<file path="config.mk">
export PLATFORM = sky130hd
export DESIGN_NAME = riscv_prog_loader
export DESIGN_NICKNAME = d
export VERILOG_FILES = /design/src/rtl/riscv_pkg.sv /design/src/rtl/riscv_byte_packer.sv /design/src/rtl/riscv_prog_loader.sv
export SDC_FILE = /design/constraint.sdc
export NUM_CORES = 1
export LEC_CHECK = 0
export ABC_CLOCK_PERIOD_IN_PS = 4800
export CAP_MARGIN = 10
export CORE_ASPECT_RATIO = 0.5
export CORE_MARGIN = 10
export CORE_UTILIZATION = 55
export DETAILED_ROUTE_END_ITERATION = 10
export GPL_TIMING_DRIVEN = 0
export PLACE_DENSITY = 0.78
export SETUP_SLACK_MARGIN = 0.1
export SLEW_MARGIN = 5
export SYNTH_ARGS = -nofsm -noshare
export SYNTH_HDL_FRONTEND = slang
export SYNTH_SLANG_ARGS = --single-unit
</file>
<file path="constraint.sdc">
create_clock -name clk -period 4.8 [get_ports clk]
set_input_delay 0.96 -clock clk [delete_from_list [all_inputs] [get_ports clk]]
set_output_delay 0.96 -clock clk [all_outputs]
set_load 0.01 [all_outputs]
</file>
<file path="src/rtl/riscv_pkg.sv">
// -----------------------------------------------------------------------------
// riscv_pkg
//   Shared definitions for the program-loader slice.
//   XLEN           : instruction / data word width
//   loader_state_t : loader FSM states
// -----------------------------------------------------------------------------
package riscv_pkg;

    localparam int unsigned XLEN = 32;

    typedef enum logic [1:0] {
        IDLE,
        RECV,
        WRITE,
        HOLD
    } loader_state_t;

endpackage : riscv_pkg

</file>
<file path="src/rtl/riscv_byte_packer.sv">
// -----------------------------------------------------------------------------
// riscv_byte_packer
//   Packs a byte stream into little-endian XLEN-bit words. The first byte of a
//   word lands in [7:0]. o_word_vld/o_word are combinational and present the
//   completed word in the same cycle its last byte is accepted.
// Ports
//   i_clk, i_rst      : clock, asynchronous active-high reset
//   i_flush           : discard any partial word and restart at lane 0
//   i_byte_vld        : a byte is accepted this cycle
//   i_byte            : byte data
//   o_word_vld        : the accepted byte completes a word
//   o_word            : completed word (valid with o_word_vld)
// -----------------------------------------------------------------------------
module riscv_byte_packer
    import riscv_pkg::*;
(
    input  logic            i_clk,
    input  logic            i_rst,
    input  logic            i_flush,
    input  logic            i_byte_vld,
    input  logic [7:0]      i_byte,
    output logic            o_word_vld,
    output logic [XLEN-1:0] o_word
);

    logic [1:0]      r_lane;
    logic [XLEN-9:0] r_asm;   // lower three bytes; the top byte comes straight from i_byte

    always_ff @(posedge i_clk or posedge i_rst) begin
        if (i_rst) begin
            r_lane <= '0;
            r_asm  <= '0;
        end else if (i_flush) begin
            r_lane <= '0;
            r_asm  <= '0;
        end else if (i_byte_vld) begin
            r_lane <= r_lane + 2'd1;
            case (r_lane)
                2'd0:    r_asm[7:0]   <= i_byte;
                2'd1:    r_asm[15:8]  <= i_byte;
                2'd2:    r_asm[23:16] <= i_byte;
                default: ;
            endcase
        end
    end

    assign o_word_vld = i_byte_vld && (r_lane == 2'd3);
    assign o_word     = {i_byte, r_asm};

endmodule : riscv_byte_packer

</file>
<file path="src/rtl/riscv_prog_loader.sv">
// -----------------------------------------------------------------------------
// riscv_prog_loader
//   Boot stage for the single-cycle core: receives a byte stream, packs it into
//   little-endian 32-bit words, writes them to instruction memory and holds the
//   core in reset until the program is loaded. All outputs are registered.
// Ports
//   clk, srst   : clock, asynchronous active-high reset
//   start       : 1-cycle pulse, begin a load (len_words sampled here)
//   len_words   : program length in words
//   abort       : cancel a load in progress
//   s_valid/s_data/s_ready : byte stream handshake
//   imem_we/imem_waddr/imem_wdata : instruction memory write port
//   core_srst   : reset to the core
//   busy        : load in progress
//   done / err  : sticky status, cleared by the next accepted start
//   checksum    : sum of written words mod 2**32
// -----------------------------------------------------------------------------
module riscv_prog_loader
    import riscv_pkg::*;
#(
    parameter int unsigned ADDR_W    = 10,
    parameter int unsigned MAX_WORDS = 1024,
    parameter int unsigned RST_HOLD  = 2
) (
    input  logic              clk,
    input  logic              srst,
    input  logic              start,
    input  logic [ADDR_W:0]   len_words,
    input  logic              abort,
    input  logic              s_valid,
    input  logic [7:0]        s_data,
    output logic              s_ready,
    output logic              imem_we,
    output logic [ADDR_W-1:0] imem_waddr,
    output logic [XLEN-1:0]   imem_wdata,
    output logic              core_srst,
    output logic              busy,
    output logic              done,
    output logic              err,
    output logic [XLEN-1:0]   checksum
);

    localparam int unsigned CNT_W     = ADDR_W + 1;
    // A zero hold length behaves as a single hold cycle.
    localparam int unsigned HOLD_LAST = (RST_HOLD == 0) ? 0 : RST_HOLD - 1;
    localparam int unsigned HOLD_W    = $clog2(HOLD_LAST + 1) + 1;

    loader_state_t     r_state, w_state_nxt;
    logic [CNT_W-1:0]  r_len, w_len_nxt;
    logic [CNT_W-1:0]  r_word_cnt, w_word_cnt_nxt;
    logic [HOLD_W-1:0] r_hold_cnt, w_hold_cnt_nxt;
    logic              r_s_ready, w_s_ready_nxt;
    logic              r_imem_we, w_imem_we_nxt;
    logic [ADDR_W-1:0] r_imem_waddr, w_imem_waddr_nxt;
    logic [XLEN-1:0]   r_imem_wdata, w_imem_wdata_nxt;
    logic              r_core_srst, w_core_srst_nxt;
    logic              r_busy, w_busy_nxt;
    logic              r_done, w_done_nxt;
    logic              r_err, w_err_nxt;
    logic [XLEN-1:0]   r_checksum, w_checksum_nxt;

    logic              w_flush;
    logic              w_byte_fire;
    logic              w_word_vld;
    logic [XLEN-1:0]   w_word;

    assign w_byte_fire = s_valid && r_s_ready && (r_state == RECV);

    riscv_byte_packer u_packer (
        .i_clk      (clk),
        .i_rst      (srst),
        .i_flush    (w_flush),
        .i_byte_vld (w_byte_fire),
        .i_byte     (s_data),
        .o_word_vld (w_word_vld),
        .o_word     (w_word)
    );

    always_ff @(posedge clk or posedge srst) begin
        if (srst) begin
            r_state <= IDLE;
        end else begin
            r_state <= w_state_nxt;
        end
    end

    always_ff @(posedge clk or posedge srst) begin
        if (srst) begin
            r_len        <= '0;
            r_word_cnt   <= '0;
            r_hold_cnt   <= '0;
            r_s_ready    <= 1'b0;
            r_imem_we    <= 1'b0;
            r_imem_waddr <= '0;
            r_imem_wdata <= '0;
            r_core_srst  <= 1'b1;
            r_busy       <= 1'b0;
            r_done       <= 1'b0;
            r_err        <= 1'b0;
            r_checksum   <= '0;
        end else begin
            r_len        <= w_len_nxt;
            r_word_cnt   <= w_word_cnt_nxt;
            r_hold_cnt   <= w_hold_cnt_nxt;
            r_s_ready    <= w_s_ready_nxt;
            r_imem_we    <= w_imem_we_nxt;
            r_imem_waddr <= w_imem_waddr_nxt;
            r_imem_wdata <= w_imem_wdata_nxt;
            r_core_srst  <= w_core_srst_nxt;
            r_busy       <= w_busy_nxt;
            r_done       <= w_done_nxt;
            r_err        <= w_err_nxt;
            r_checksum   <= w_checksum_nxt;
        end
    end

    always_comb begin
        w_state_nxt      = r_state;
        w_len_nxt        = r_len;
        w_word_cnt_nxt   = r_word_cnt;
        w_hold_cnt_nxt   = r_hold_cnt;
        w_s_ready_nxt    = r_s_ready;
        w_imem_we_nxt    = 1'b0;
        w_imem_waddr_nxt = r_imem_waddr;
        w_imem_wdata_nxt = r_imem_wdata;
        w_core_srst_nxt  = r_core_srst;
        w_busy_nxt       = r_busy;
        w_done_nxt       = r_done;
        w_err_nxt        = r_err;
        w_checksum_nxt   = r_checksum;
        w_flush          = 1'b0;

        case (r_state)
            IDLE: begin
                // abort is ignored here; only start matters
                if (start) begin
                    if ((len_words == '0) || (len_words > CNT_W'(MAX_WORDS))) begin
                        w_err_nxt = 1'b1;
                    end else begin
                        w_state_nxt     = RECV;
                        w_len_nxt       = len_words;
                        w_word_cnt_nxt  = '0;
                        w_checksum_nxt  = '0;
                        w_done_nxt      = 1'b0;
                        w_err_nxt       = 1'b0;
                        w_busy_nxt      = 1'b1;
                        w_core_srst_nxt = 1'b1;
                        w_s_ready_nxt   = 1'b1;
                        w_flush         = 1'b1;
                    end
                end
            end
            RECV: begin
                if (abort) begin
                    // the word that might complete this cycle is never written
                    w_state_nxt   = IDLE;
                    w_err_nxt     = 1'b1;
                    w_busy_nxt    = 1'b0;
                    w_s_ready_nxt = 1'b0;
                    w_flush       = 1'b1;
                end else if (w_word_vld) begin
                    w_state_nxt      = WRITE;
                    w_imem_we_nxt    = 1'b1;
                    w_imem_waddr_nxt = r_word_cnt[ADDR_W-1:0];
                    w_imem_wdata_nxt = w_word;
                    w_s_ready_nxt    = 1'b0;
                end
            end
            WRITE: begin
                if (abort) begin
                    w_state_nxt   = IDLE;
                    w_err_nxt     = 1'b1;
                    w_busy_nxt    = 1'b0;
                    w_s_ready_nxt = 1'b0;
                    w_flush       = 1'b1;
                end else begin
                    w_checksum_nxt = r_checksum + r_imem_wdata;
                    w_word_cnt_nxt = r_word_cnt + CNT_W'(1);
                    if (r_word_cnt == r_len - CNT_W'(1)) begin
                        w_state_nxt    = HOLD;
                        w_hold_cnt_nxt = '0;
                    end else begin
                        w_state_nxt   = RECV;
                        w_s_ready_nxt = 1'b1;
                    end
                end
            end
            HOLD: begin
                if (r_hold_cnt == HOLD_W'(HOLD_LAST)) begin
                    w_state_nxt     = IDLE;
                    w_core_srst_nxt = 1'b0;
                    w_done_nxt      = 1'b1;
                    w_busy_nxt      = 1'b0;
                end else begin
                    w_hold_cnt_nxt = r_hold_cnt + HOLD_W'(1);
                end
            end
            default: w_state_nxt = IDLE;
        endcase
    end

    assign s_ready    = r_s_ready;
    assign imem_we    = r_imem_we;
    assign imem_waddr = r_imem_waddr;
    assign imem_wdata = r_imem_wdata;
    assign core_srst  = r_core_srst;
    assign busy       = r_busy;
    assign done       = r_done;
    assign err        = r_err;
    assign checksum   = r_checksum;

endmodule : riscv_prog_loader

</file>
==> metrics list <==
* Global-route congestion overflow total: 0
* Via count: 6161
* Worst hold path type: flip-flop to flip-flop
- Cell depth of the worst flop-to-flop path: 10
- Max Slew Vio Count: 0
- CTS placed an instance of clkbuf_16 at the clock tree root.
- The detail route stage leaves a number of antenna-violating nets equal to 0.
- 104 I/O pins were placed.
- After synthesis the cells add up to 7320 um^2.
- The number of gates resized after CTS was 0.
* Starting density of the core: a little under three fifths
* Average via count per standard cell: between 5 and 6
- In the final routed layout, each cell accounts on average for 18.6 um.
- The worst path needs 3520 ps of the cycle, external delays included.
- Mux contribution to synthesized area: 8.74%
- Cells with a size suffix above 1 make up about 13% of the layout.
- STA classifies the critical path startpoint as an input port.
- The clock drives 132 sinks.
* Post-synth EDFFs: 0
- Cells fill 71.2% of the core in the end.
- Share of Yosys cell area claimed by the top area cell type: roughly 45%
- Clock skew on the completed layout was measured at 15.0 ps.
* Register bit total from synthesis: 132
* Post-Place Cell Area: approximately 8600 um^2
* Origin of the worst min-delay path: imem_waddr[1]
- Capturing element type of the critical path: flip-flop
- Simple-gate portion of the synthesized area: 14.4%
- Number of detailed-route iterations in the first pass: 6
* Final worst hold slack: 503 ps
- Of all nets on the critical path, the largest fanout is 10.
* # hold bufs at CTS: 0
- Post-route DRC violation count: 0
* Most frequently used flop master after synthesis: dfrtp_1
* Distinct cells, synth: 66
* Reg2Reg Capture Point: checksum[27]
- Fill cells: ~940
* Post-synth top area cell: dfrtp_1
- The worst register-to-register path begins at imem_wdata[10].
* Vertical extent of the die: 102 um
- For this design the ratio of total power to cell area is 408 nW/um^2.
- Tightest slew margin relative to the limit: 43.1%
- Slew of the pin with the lowest slew margin: approximately 850 ps
- TritonCTS built the clock tree.
- Initial antenna violation count: 0
- Share of synthesized area occupied by flip-flops and latches: between 40% and 50%
* Warnings, synthesis: 0
- Count of input and output buffers: between 100 and 150
* Top cells by area, synth: dfrtp_1 (45%), mux2_2 (8.5%), ha_1 (7.2%)
- The first routing iteration left 682 violations.
* Unrepaired setup endpoints after global routing: false
- From left edge to right edge, the die measures 183 um.
* Site Rows: 29
- Synth-to-layout area growth: 25.0%
* Leakage: 4.16 nW
* Skew-Pair Late Insertion Delay: 430 ps
- Synthesized instance count: 737
- After clock tree synthesis, the clock-pin slew on the worst setup and hold paths is 60 ps.
- The clock tree synthesis step divided the H-tree into 4 levels.
- Core outline area: 12800 um^2
* Final wirelength: 19.4 mm
* Highest clock frequency the design can meet: 284 MHz
- Setup violations remaining at the end of the flow were counted as 0.
- Maximum number of pins on one net before global-route repair: 72
* Status: complete, no violations
* Post-route cell area: 9150 um^2
* Maximum vdd ir drop: 0.253 mV
- Post-synth net total: 804
* Adder and majority gate portion of the synthesized area: 7.45%
* Vias in the first global route: 5987
- The repair_antennas step left the layout with diodes totalling 0.
- At the worst endpoint, the arrival time is 3820 ps.
- The first global-routing pass estimated around 32 mm of wire.
* Min-Delay Endpoint: imem_waddr[1]
- Max-cap violations in this run came to 0.
- Async S/R FF share, synth: 100%
* Crit share post-route: 73.2%
* Synthesized-area fraction occupied by ao, oa, aoi and oai cells: 15.8%
- After Yosys synthesis, XOR and XNOR cells account for approximately 5.6% of the synthesized area.
- Type of the setup path with the least slack: input port to flip-flop
* Final estimated routing congestion in global placement: roughly 0.96
* Required time worst endpoint: ~5000 ps
- The die covers between 15000 and 20000 um^2.
* Mean Syn Cell Area: 9.93 um^2
* Internal reg-to-reg setup slack: 1360 ps
* Maximum number of buffers from clock root to sink: 2
- Clock tree synthesis inserted a total of 17 buffers.
- Count of endpoints failing hold in the final timing report: 0
- Count of cells along the worst hold path: 1
- All-Layer GR Usage: 21.0%
* Dominant combinational cell family by area after synthesis: compound AO/OA/AOI/OAI gates
* Number of setup buffers added after CTS: 0
* Nets@finish: 927
- Total half-perimeter wirelength after legalization and detailed placement: 14.3 mm
-- state kept, by name (all words and copies together) (netlist names), 2 cells and up --
name and count:
checksum 32, imem_waddr 10, imem_wdata 32, r_hold_cnt 2, r_len 11, r_state 2
r_word_cnt 11, u_packer.r_asm 24, u_packer.r_lane 2
-- cells in the mapped netlist, drive strengths merged, types with 3 or more instances --
cell and number:
ha 42, a31oi 5, or2 3, mux2 55, a211oi 4, a21oi 60, or4 3, nor3b 3
o31ai 6, and3 4, nor3 8, nand2b 7, and4 4, nor2 36, o21bai 8, xor2 21
inv 22, a211o 4, dfrtp 131, o21ai 42, nand4 7, buf 11, o311ai 4, clkbuf 19
a21o 12, and2 8, o21a 4, o211ai 4, nand3 20, nand2 114, a32o 3, a22o 4
xnor2 26
-- report_power, final --
| part | internal [mW] | switching (mW) |
|---|---|---|
| Combinational | 0.424 | 0.630 |
| Clock | 0.689 | 0.549 |
| Sequential | 1.28 | 0.157 |
| Total | 2.39 | 1.34 |
-- how the worst max path moves through the flow --
stage | startpoint | to | depth (start not counted)
floorplan | srst | busy | 1
global placement | srst | imem_wdata[19] | 2
detailed placement | len_words[8] | u_packer.r_lane[1] | 7
CTS | len_words[8] | u_packer.r_lane[1] | 7
global route | len_words[8] | u_packer.r_asm[15] | 7
finish | s_valid | imem_wdata[13] | 7
-- cell usage in the layout (no fill, tap or decap), drive strengths merged, types with 6 or more instances in the layout --
cell and n:
dfrtp 131, nand2 114, clkdlybuf4s50 103, a21oi 60, mux2 55, o21ai 42
ha 42, clkbuf 37, nor2 36, inv 30, xnor2 26, xor2 21
nand3 20, a21o 12, buf 12, o21bai 8, and2 8, nor3 8
nand2b 7, nand4 7, o31ai 6
-- layout make-up --
cell class              instances  area (um^2)  share of cell area (%)
flip-flops and latches        132         3300                    36.1
clock buffers                  18          439                    4.80
inverters                      22         87.6                   0.957
multi-input cells             553         3810                    41.6
plain buffers                  30          125                    1.37
well taps                     170          213                    2.32
repair buffers                104         1060                    11.6
clock inverters                14          118                    1.29
-- through the flow --
stage	power [mW]	setup WS (ps)	instances	setup TNS [ps]
2_1_floorplan	2.12	316	737	0
3_3_place_gp	2.46	-1500	1010	-195470
3_5_place_dp	2.49	907	1011	0
4_1_cts	3.74	1330	1043	0
5_1_grt	3.93	1070	1043	0
6_report	3.73	1280	1043	0
-- cell families (layout without fill, tap and decap cells) --
| kind of cell | after synthesis | in the layout |
|---|---|---|
| adders and majority gates | 43 | 43 |
| xor gates and xnor gates | 47 | 47 |
| muxes | 57 | 57 |
| DFF | 132 | 132 |
| buffers and inverters | 52 | 188 |
| AOI/OAI and AO/OA | 180 | 180 |
| and+or+nand+nor | 226 | 226 |
-- critical path: stages --
cell,delay (ps)
clkdlybuf4s50_1,500
and3_1,170
clkbuf_1,400
nand2_1,190
nor2_1,610
clkbuf_1,570
mux2_2,410
-- metal layers --
layer | up-vias | GRT usage (%) | wire length (um)
li1 | 2883 | - | -
met1 | 3047 | 27.4 | 8780
met2 | 211 | 34.1 | 8970
met3 | 20 | 5.39 | 1490
met4 | 0 | 5.82 | 191
met5 | - | 0 | 0
Note: power is estimated with default switching activity, not from simulation.
